===== src/rtl/traffic_pkg.sv =====
// Shared types for the four-way traffic signal: phase encoding, lamp codes,
// and the mapping from phase to the timing duration that governs it.
// Pure declarations; no latency and no flow control.
package traffic_pkg;

  // All nine phases keep a fixed encoding whether or not ALL_RED is built in.
  typedef enum logic [3:0] {
    N_GREEN  = 4'd0,
    N_YELLOW = 4'd1,
    S_GREEN  = 4'd2,
    S_YELLOW = 4'd3,
    E_GREEN  = 4'd4,
    E_YELLOW = 4'd5,
    W_GREEN  = 4'd6,
    W_YELLOW = 4'd7,
    ALL_RED  = 4'd8
  } phase_e;

  typedef enum logic [1:0] {
    DUR_GREEN   = 2'd0,
    DUR_YELLOW  = 2'd1,
    DUR_ALL_RED = 2'd2
  } dur_sel_e;

  // Lamp field layout is {red, yellow, green}.
  localparam logic [2:0] LAMP_RED    = 3'b100;
  localparam logic [2:0] LAMP_YELLOW = 3'b010;
  localparam logic [2:0] LAMP_GREEN  = 3'b001;

  // Selects which tick budget applies to a given phase.
  function automatic dur_sel_e phase_dur_sel(input phase_e ph);
    dur_sel_e sel;
    case (ph)
      N_GREEN, S_GREEN, E_GREEN, W_GREEN:     sel = DUR_GREEN;
      N_YELLOW, S_YELLOW, E_YELLOW, W_YELLOW: sel = DUR_YELLOW;
      default:                                sel = DUR_ALL_RED;
    endcase
    return sel;
  endfunction

endpackage


===== src/rtl/top_traffic_signal_tick_gen.sv =====
// Clock-enable generator: one-cycle tick every TICK_DIV clk cycles.
// Tick is combinational from the counter; first tick TICK_DIV cycles after reset.
// No backpressure; free-running once out of reset.
module tick_gen #(
  parameter int TICK_DIV = 1000000
) (
  input  logic clk,
  input  logic reset,
  output logic tick
);

  // Keep a 1-bit counter when TICK_DIV is 1 so the vector never collapses to zero width.
  localparam int CW = (TICK_DIV > 1) ? $clog2(TICK_DIV) : 1;
  localparam logic [CW-1:0] LAST = CW'(TICK_DIV - 1);

  logic [CW-1:0] r_cnt;
  logic          w_wrap;

  assign w_wrap = (r_cnt == LAST);
  assign tick   = w_wrap;

  // Count 0..TICK_DIV-1 and wrap; reset restarts the division window.
  always_ff @(posedge clk) begin
    if (reset) begin
      r_cnt <= '0;
    end else if (w_wrap) begin
      r_cnt <= '0;
    end else begin
      r_cnt <= r_cnt + CW'(1);
    end
  end

endmodule


===== src/rtl/top_traffic_signal.sv =====
// Four-way traffic signal: round-robin N,S,E,W, each green then yellow.
// Lamps are a Moore decode of the phase register; change the cycle after a phase edge.
// No backpressure. Optional macro ALL_RED_EN inserts an all-red clearance after each yellow.
module top_traffic_signal
  import traffic_pkg::*;
#(
  parameter int TICK_DIV      = 1000000,
  parameter int GREEN_TICKS   = 10,
  parameter int YELLOW_TICKS  = 3,
  parameter int ALL_RED_TICKS = 1
) (
  input  logic       clk,
  input  logic       reset,
  output logic [2:0] north_dir,
  output logic [2:0] south_dir,
  output logic [2:0] east_dir,
  output logic [2:0] west_dir
);

  logic        w_tick;
  phase_e      r_state;
  phase_e      w_next;
  phase_e      w_follow;
  logic [31:0] r_phase_cnt;
  logic [31:0] w_dur;
  logic        w_last;

  tick_gen #(
    .TICK_DIV (TICK_DIV)
  ) u_tick_gen (
    .clk   (clk),
    .reset (reset),
    .tick  (w_tick)
  );

  // Tick budget of the current phase.
  always_comb begin
    w_dur = 32'(GREEN_TICKS);
    case (phase_dur_sel(r_state))
      DUR_GREEN:   w_dur = 32'(GREEN_TICKS);
      DUR_YELLOW:  w_dur = 32'(YELLOW_TICKS);
      default:     w_dur = 32'(ALL_RED_TICKS);
    endcase
  end

  assign w_last = (r_phase_cnt == (w_dur - 32'd1));

  // Green that follows the yellow currently showing (wraps W back to N).
  always_comb begin
    w_follow = N_GREEN;
    case (r_state)
      N_YELLOW: w_follow = S_GREEN;
      S_YELLOW: w_follow = E_GREEN;
      E_YELLOW: w_follow = W_GREEN;
      default:  w_follow = N_GREEN;
    endcase
  end

`ifdef ALL_RED_EN
  phase_e r_ret_green;

  // Remember which green to resume once the shared ALL_RED phase expires.
  always_ff @(posedge clk) begin
    if (reset) begin
      r_ret_green <= S_GREEN;
    end else if (w_tick && w_last && (phase_dur_sel(r_state) == DUR_YELLOW)) begin
      r_ret_green <= w_follow;
    end
  end
`endif

  // Phase sequencing: green -> yellow -> (all-red) -> next approach's green.
  always_comb begin
    w_next = r_state;
    case (r_state)
      N_GREEN:  w_next = N_YELLOW;
      S_GREEN:  w_next = S_YELLOW;
      E_GREEN:  w_next = E_YELLOW;
      W_GREEN:  w_next = W_YELLOW;
`ifdef ALL_RED_EN
      N_YELLOW, S_YELLOW, E_YELLOW, W_YELLOW: w_next = ALL_RED;
      ALL_RED:  w_next = r_ret_green;
`else
      N_YELLOW, S_YELLOW, E_YELLOW, W_YELLOW: w_next = w_follow;
`endif
      default:  w_next = N_GREEN;
    endcase
  end

  // Phase register and tick counter within the phase; reset beats any pending tick.
  always_ff @(posedge clk) begin
    if (reset) begin
      r_state     <= N_GREEN;
      r_phase_cnt <= '0;
    end else if (w_tick) begin
      if (w_last) begin
        r_state     <= w_next;
        r_phase_cnt <= '0;
      end else begin
        r_phase_cnt <= r_phase_cnt + 32'd1;
      end
    end
  end

  // Lamp decode: only the active approach leaves red.
  always_comb begin
    north_dir = LAMP_RED;
    south_dir = LAMP_RED;
    east_dir  = LAMP_RED;
    west_dir  = LAMP_RED;
    case (r_state)
      N_GREEN:  north_dir = LAMP_GREEN;
      N_YELLOW: north_dir = LAMP_YELLOW;
      S_GREEN:  south_dir = LAMP_GREEN;
      S_YELLOW: south_dir = LAMP_YELLOW;
      E_GREEN:  east_dir  = LAMP_GREEN;
      E_YELLOW: east_dir  = LAMP_YELLOW;
      W_GREEN:  west_dir  = LAMP_GREEN;
      W_YELLOW: west_dir  = LAMP_YELLOW;
      default:  ;
    endcase
  end

endmodule


===== config.mk =====
export PLATFORM = sky130hd
export DESIGN_NAME = top_traffic_signal
export DESIGN_NICKNAME = d
export VERILOG_FILES = /design/src/rtl/traffic_pkg.sv /design/src/rtl/top_traffic_signal_tick_gen.sv /design/src/rtl/top_traffic_signal.sv
export SDC_FILE = /design/constraint.sdc
export NUM_CORES = 1
export LEC_CHECK = 0
export ABC_AREA = 1
export CAP_MARGIN = 20
export CORE_MARGIN = 5
export CORE_UTILIZATION = 61
export DETAILED_ROUTE_END_ITERATION = 10
export DONT_BUFFER_PORTS = 1
export PLACE_DENSITY = 0.77
export SYNTH_ARGS = -nofsm -noshare
export SYNTH_HDL_FRONTEND = slang
export SYNTH_SLANG_ARGS = --single-unit

===== constraint.sdc =====
create_clock -name clk -period 1.9 [get_ports clk]
set_input_delay 0.095 -clock clk [delete_from_list [all_inputs] [get_ports clk]]
set_output_delay 0.095 -clock clk [all_outputs]
set_load 0.01 [all_outputs]

==> flow_summary_export.csv, run 1 <==
group,metric,value,unit
run_status,outcome,"finished, final reports clean",
routing,ant_nets,0,
routing,first_pass_iters,5,
clock_tree,root_buffer,"clkbuf_8",
timing,hold_viol,0,
critical_path,path_cells,"ha_1 > nand3_2 > inv_2 > nand3_4 > nor2_4 > buf_4 > nand3_2 > nand2_1 > nand2_1 > nor2_1",
routing,routedWlPerCell,12.8,µm
timing,fin_setup_tns,0,ns
finish,layout.cell_area.non_filler,3680,µm²
die,dieWidth,85.5,µm
pwr,p_total,0.00202,W
global_route,grt_overflow_total,0,
yosys,yosysUniqueCellTypes,34,
die,core,5540,µm²
critical_path,slowest_delay,0.38,ns
yosys,synth_top_area_share,32.2,%
die,initial_core_util,62.8,%
yosys,synth_common_cells,"nand2_1 (174), nor2_1 (111), dfxtp_1 (56), nand3_1 (55), inv_1 (47)",
yosys,synth_edf_count,0,
global_route,grt_pass1_vias,3268,
critical_path,crit_arrival,1.98,ns
worst_hold_path,hold_class,"in2reg",
clock_tree,clockBufferDepth,2,
clock_tree,htreeDepth,2,
yosys,synth_seq_cells,56,
clock_tree,cts_buffers,5,
critical_path,start_kind,"register",
routing,drt_iter0_drc,287,
clock_tree,post_cts_buffers,0,
yosys,post-synth-top-area-cell,"dfxtp_1",
timing,fmax,582,MHz
worst_hold_path,hold_path_end,"r_state[1]",
yosys,yosysWarnings,0,
yosys,synth.avg_cell_area,6.14,µm²
timing,final.min_clock_period,1.72,ns
pwr,p_leak,1.33,nW
critical_path,r2r-end,"r_phase_cnt[28]",
clock_tree,clock_sinks,56,
clock_tree,clkTransAtPathRegs,0.10,ns
pwr,p_per_area,549,nW/µm²
global_route,antenna_found_initial,0,
pwr,peakVddDrop,355,µV
critical_path,reg2regPathDepth,10,
die,dieArea,7310,µm²
routing,via_per_inst,5.42,
routing,wl,8240,µm
die,fp.dieH,85.5,µm
yosys,syn_nets,570,
critical_path,crit_fanout,10,
global_route,track_usage,23.9,%
die,rows,27,
placed_design,dpl_cell_area,3550,µm²
critical_path,crit_slowest_cell,"dfxtp_1",
finish,layout.cells.non_filler,643,
critical_path,required,2.16,ns
finish,drive_above_1_share,9.46,%
finish,final_nets,574,
placed_design,dp_hpwl,6150,µm
worst_hold_path,holdCritStartpoint,"reset",
placed_design,io_buffers,0,
routing,drc,0,
yosys,synth_area_leaders,"dfxtp_1 (32%), nand2_1 (19%), nor2_1 (12%), nand3_1 (7.9%), inv_1 (5.1%)",
placed_design,gp_congestion,0.934,
timing,rsz0062_at_grt,"no",
routing,vias,3486,
finish,diodes,0,
yosys,ys.flop_type,"dfxtp_1",
critical_path,reg2reg_from,"u_tick_gen.r_cnt[0]",
die,ios,14,
yosys,syn_area,3480,µm²
yosys,synth_cells,566,
yosys,async_flop_share,0,%
finish,areaGrowthSynthToFinish,5.97,%
timing,setup_violations,0,
flow_run,maxCapViolations,0,
timing,skew,0.00582,ns
critical_path,end_kind,"register",
clock_tree,cts_tree,"done",
timing,finalMaxSlewViolations,0,
critical_path,r2r_slack,0.18,ns
placed_design,dp.cells,633,
timing,tightest_slew,0.457,ns
timing,slew-limit-headroom,69.5,%
global_route,grt_start_max_net_pins,28,
worst_hold_path,hold_depth,3,
critical_path,worstSetupPathType,"reg2reg",
timing,fin_crit_sh,90.5,%
clock_tree,clk_latency,0.31,ns
yosys,ys_seq_area_share,32.2,%
yosys,yosys.cell_count.top_type,"nand2_1",
global_route,grt_pass1_wl,14600,µm
==> layout make-up <==
type	count	area (µm²)
inverter	51	193
tap	72	90.1
fill	547	1860
clock inverter	3	42.5
clock buffer	5	68.8
multi-input combinational	447	2080
timing repair buffer	9	90.1
sequential	56	1120
==> per-layer routing <==
metal / vias to the layer above / track usage (%) / wire, µm
met5: - / 0 / 0
met3: 17 / 3.55 / 291
li1: 1796 / - / -
met2: 80 / 42.4 / 3980
met4: 0 / 7.63 / 159
met1: 1593 / 29.7 / 3800
==> logic make-up after synthesis <==
family,synth area share (%)
AND/OR/NAND/NOR,49.3
buffers and inverters,7.95
flip-flops,32.2
AO/OA/AOI/OAI,7.48
adder cells (fa/ha/maj),0.720
XOR/XNOR,2.27
==> critical path, delay by kind of cell, from the launching register on <==
family	cells	cell delay (ns)
buf+inv	2	0.31
fa+ha+maj	1	0.21
flops	1	0.38
simple gates	7	0.75
==> where the power goes <==
group,internal (W),leakage [nW],switching [W],total [W]
Sequential,0.00118,0.451,0.00000474,0.00118
Clock,0.000391,0.0541,0.000406,0.000797
Combinational,0.0000159,0.829,0.0000281,0.0000439
Total,0.00159,1.33,0.000439,0.00202
==> state kept, by name (all words and copies together), names as in the netlist <==
signal and count:
r_state 3, r_phase_cnt 32, w_dur 1, u_tick_gen.r_cnt 20
==> cells in the final DEF (no fill, tap or decap), drive strengths merged, types with 2 or more instances in the layout <==
cell type  instances
nor2             123
nand2            178
a21oi             31
a21o               5
o21bai             2
nor3b              2
ha                 2
xor2               7
o21ai              8
dfxtp             56
nor3              11
inv               50
clkinv             2
xnor2              2
nand4              8
nand3             61
buf                8
clkbuf             5
or2                5
==> how the worst max path moves through the flow <==
stage	startpoint	endpoint	slack, ns
floorplan	u_tick_gen.r_cnt[0]	r_phase_cnt[4]	0.42
global placement	u_tick_gen.r_cnt[0]	r_phase_cnt[0]	0.26
detailed placement	u_tick_gen.r_cnt[0]	r_phase_cnt[3]	0.21
CTS	u_tick_gen.r_cnt[0]	r_phase_cnt[10]	0.18
global route	u_tick_gen.r_cnt[0]	r_phase_cnt[28]	0.04
finish	u_tick_gen.r_cnt[0]	r_phase_cnt[28]	0.18
==> metrics by stage <==
stage | util, % | hold slack [ns] | worst slack (ns)
floorplan | - | 0.280 | 0.416
global placement | 64.0 | 0.167 | 0.261
detailed placement | 64.0 | 0.169 | 0.210
CTS | 66.2 | 0.00246 | 0.179
global route | 66.5 | 0.0233 | 0.0383
finish | 66.5 | 0.00624 | 0.181
==> what timing repair did <==
action / in CTS / in global routing
gates resized for setup: 0 / 0
endpoints found under the setup margin: 0 / 0
hold buffers: 1 / 0
hold endpoints to repair: 27 / 0
No activity file was read; power rests on OpenSTA's default activity.
==> run 2, diff against run 1 <==
- ABC_AREA: 1 -> default
- CORE_ASPECT_RATIO: default -> 1.75
==> run 2 against run 1 <==
The run now ends with negative setup slack left. First-iteration DRC count down 47%. Sequential cell count stayed put. Final area decreased by 5.3%. Synthesized cell count down 42%. Die area decreased by 18%. Total power down 5.9%. Critical endpoint is now r_phase_cnt[30]. Largest cell class unchanged. Largest power group unchanged.
==> flow_summary_export.csv, run 2 <==
group,metric,value,unit
timing,fin_ws,-0.0631,ns
clock_tree,clkTransAtPathRegs,0.09,ns
clock_tree,htreeDepth,2,
yosys,synth_area_leaders,"dfxtp_1 (41%), nor2_1 (8.1%), xor2_1 (6.4%), xnor2_1 (5.4%), nand4_1 (5.2%)",
clock_tree,clock_sinks,56,
yosys,syn_area,2750,µm²
pwr,pwr-share-comb,3.0,%
critical_path,reg2regPathDepth,7,
critical_path,required,2.15,ns
global_route,grt_start_max_net_pins,32,
pwr,clkPwrFrac,35.0,%
timing,hold_ws,0.0175,ns
critical_path,start_kind,"register",
pwr,switchingPower,0.000404,W
finish,drive_above_1_share,29.0,%
yosys,synth_seq_cells,56,
finish,fill_cells,304,
routing,via_per_inst,5.91,
timing,setup_violations,2,
placed_design,dp_hpwl,4590,µm
worst_hold_path,holdCritStartpoint,"reset",
global_route,grt_pass1_wl,10700,µm
yosys,syn_nets,333,
pwr,p_leak,1.29,nW
critical_path,worstSetupPathType,"reg2reg",
finish,reg.largest.list,"r_phase_cnt: 32 flops, u_tick_gen.r_cnt: 20 flops, r_state: 3 flops",
yosys,ys.flop_type,"dfxtp_1",
worst_hold_path,hold_class,"in2reg",
finish,utilization,79.2,%
clock_tree,cts_tree,"done",
die,initial_core_util,62.4,%
global_route,grt_overflow_total,0,
yosys,synth_top_area_share,40.8,%
timing,fmax,509,MHz
timing,finalMaxSlewViolations,0,
global_route,track_usage,22.9,%
pwr,switching_share,21.2,%
run_status,failed_checks,"negative setup slack",
yosys,ys_seq_area_share,40.8,%
yosys,synth_common_cells,"nor2_1 (59), dfxtp_1 (56), nand4_1 (23), xor2_1 (20)",
die,fp.dieH,98.8,µm
timing,tightest_slew,0.412,ns
timing,fin_crit_sh,103,%
pwr,p_per_area,546,nW/µm²
finish,largest_register_ffs,32,
yosys,yosys.cell_count.top_type,"nor2_1",
critical_path,crit_path_start,"r_phase_cnt[15]",
critical_path,crit_fanout,6,
die,dieWidth,60.8,µm
run_status,outcome,"finished, violations left",
finish,largest-register,"r_phase_cnt",
critical_path,reg2reg_from,"r_phase_cnt[15]",
pwr,p_int,0.00150,W
timing,final.min_clock_period,1.96,ns
timing,hold_viol,0,
timing,rsz0062_at_grt,"yes",
placed_design,gp_congestion,0.834,
timing,skew,0.00577,ns
yosys,post-synth-top-area-cell,"dfxtp_1",
routing,routedWlPerCell,15.7,µm
critical_path,r2r_slack,-0.06,ns
finish,final_nets,386,
finish,mostFrequentLayoutCells,"nor2_1 (59), buf_4 (56), dfxtp_1 (44)",
routing,drt_iter0_drc,152,
clock_tree,cts_buffers,5,
placed_design,io_buffers,0,
critical_path,end_kind,"register",
die,ios,14,
finish,layout_commonest_cell,"nor2_1",
critical_path,crit_arrival,2.21,ns
global_route,grt_pass1_vias,2519,
yosys,synth.avg_cell_area,8.36,µm²
pwr,seq_power_share,62.0,%
yosys,synth_cells,329,
clock_tree,clk_latency,0.31,ns
clock_tree,clockBufferDepth,2,
routing,wl,6810,µm
worst_hold_path,hold_depth,2,
finish,areaGrowthSynthToFinish,26.8,%
routing,drc,0,
routing,vias,2567,
pwr,peakVddDrop,696,µV
finish,diodes,0,
flow_run,maxCapViolations,0,
yosys,synth_edf_count,0,
routing,ant_nets,0,
die,core,4400,µm²
clock_tree,root_buffer,"clkbuf_8",
yosys,async_flop_share,0,%
yosys,yosysWarnings,0,
global_route,antenna_found_initial,0,
yosys,yosysUniqueCellTypes,39,
timing,slew-limit-headroom,72.4,%
die,rows,32,
routing,first_pass_iters,4,
die,dieArea,6000,µm²
[run 2: cell types whose count changed after synthesis, moves of 11 or more]
cell	previous run	this run
xnor2_1	2	17
nor2_1	111	59
nand3_1	55	16
nor4_1	0	11
a21oi_1	31	14
inv_1	47	6
nand4_1	8	23
nand2_1	174	17
xor2_1	7	20
or3_1	0	15
[run 2: cells by family after synthesis]
logic type               Yosys count  share of synthesized area, %
AO/OA/AOI/OAI                     30                          5.82
XOR/XNOR                          37                          11.8
adder cells (fa/ha/maj)            2                         0.910
buffers and inverters             20                          3.82
flip-flops                        56                          40.8
multiplexers                       1                         0.409
AND/OR/NAND/NOR                  183                          36.5
[run 2: repair_timing]
| item | CTS | global route |
|---|---|---|
| pin swaps | 1 | 13 |
| setup buffers | 0 | 3 |
| resized for setup | 10 | 30 |
| endpoints found under the setup margin | 33 | 39 |
| hold buffers | 1 | 0 |
| gates cloned | 0 | 1 |
| endpoints found under the hold margin | 5 | 0 |
[run 2: worst paths after layout]
check,endpoint
hold / removal,r_state[2]
hold reg to reg,r_phase_cnt[28]
setup / recovery,r_phase_cnt[30]
setup reg to reg,r_phase_cnt[30]
[run 2: power by group through the flow]
| stage | clock [W] | combinational, W | sequential [W] |
|---|---|---|---|
| 6_report | 0.000667 | 0.0000569 | 0.00118 |
| 5_1_grt | 0.000729 | 0.0000642 | 0.00118 |
| 4_1_cts | 0.000675 | 0.0000571 | 0.00118 |
| 3_5_place_dp | 0 | 0.0000538 | 0.00121 |
| 3_3_place_gp | 0 | 0.0000517 | 0.00121 |
| 2_1_floorplan | 0 | 0.0000367 | 0.00121 |
[run 2: final cells by class]
cell class | instances | area (µm²) | area share [%]
clock buffers | 8 | 90.1 | 2.58
well taps | 51 | 63.8 | 1.83
repair buffers | 60 | 482 | 13.8
inverters | 6 | 22.5 | 0.646
flip-flops and latches | 56 | 1140 | 32.7
multi-input cells | 253 | 1690 | 48.4
[run 2: through the flow]
stage / total power, W / cells / area, µm² / worst slack, ns / TNS (ns)
after CTS: 0.00192 / 430 / 3330 / 0.0103 / 0
after global placement: 0.00126 / 421 / 3190 / -0.0522 / -0.132
after detailed placement: 0.00126 / 421 / 3190 / -0.0860 / -0.374
after floorplan: 0.00125 / 329 / 2770 / -0.0497 / -1.41
final: 0.00190 / 434 / 3490 / -0.0631 / -0.102
after global routing: 0.00197 / 434 / 3490 / -0.200 / -1.40
[run 2: worst max-delay path: stages, from the launching register on]
cell and delay (ns):
dfxtp_4 0.38, nand4_1 0.15, buf_4 0.19, nor4_4 0.34, buf_4 0.22, nand4_1 0.12
or3_4 0.36, a21oi_2 0.14
[run 2: routing by layer]
layer  part of all wire [%]  track usage (%)
met5                      0                0
met4                    4.2             13.2
met3                    2.7             4.19
met2                     55             40.0
met1                     38             24.5
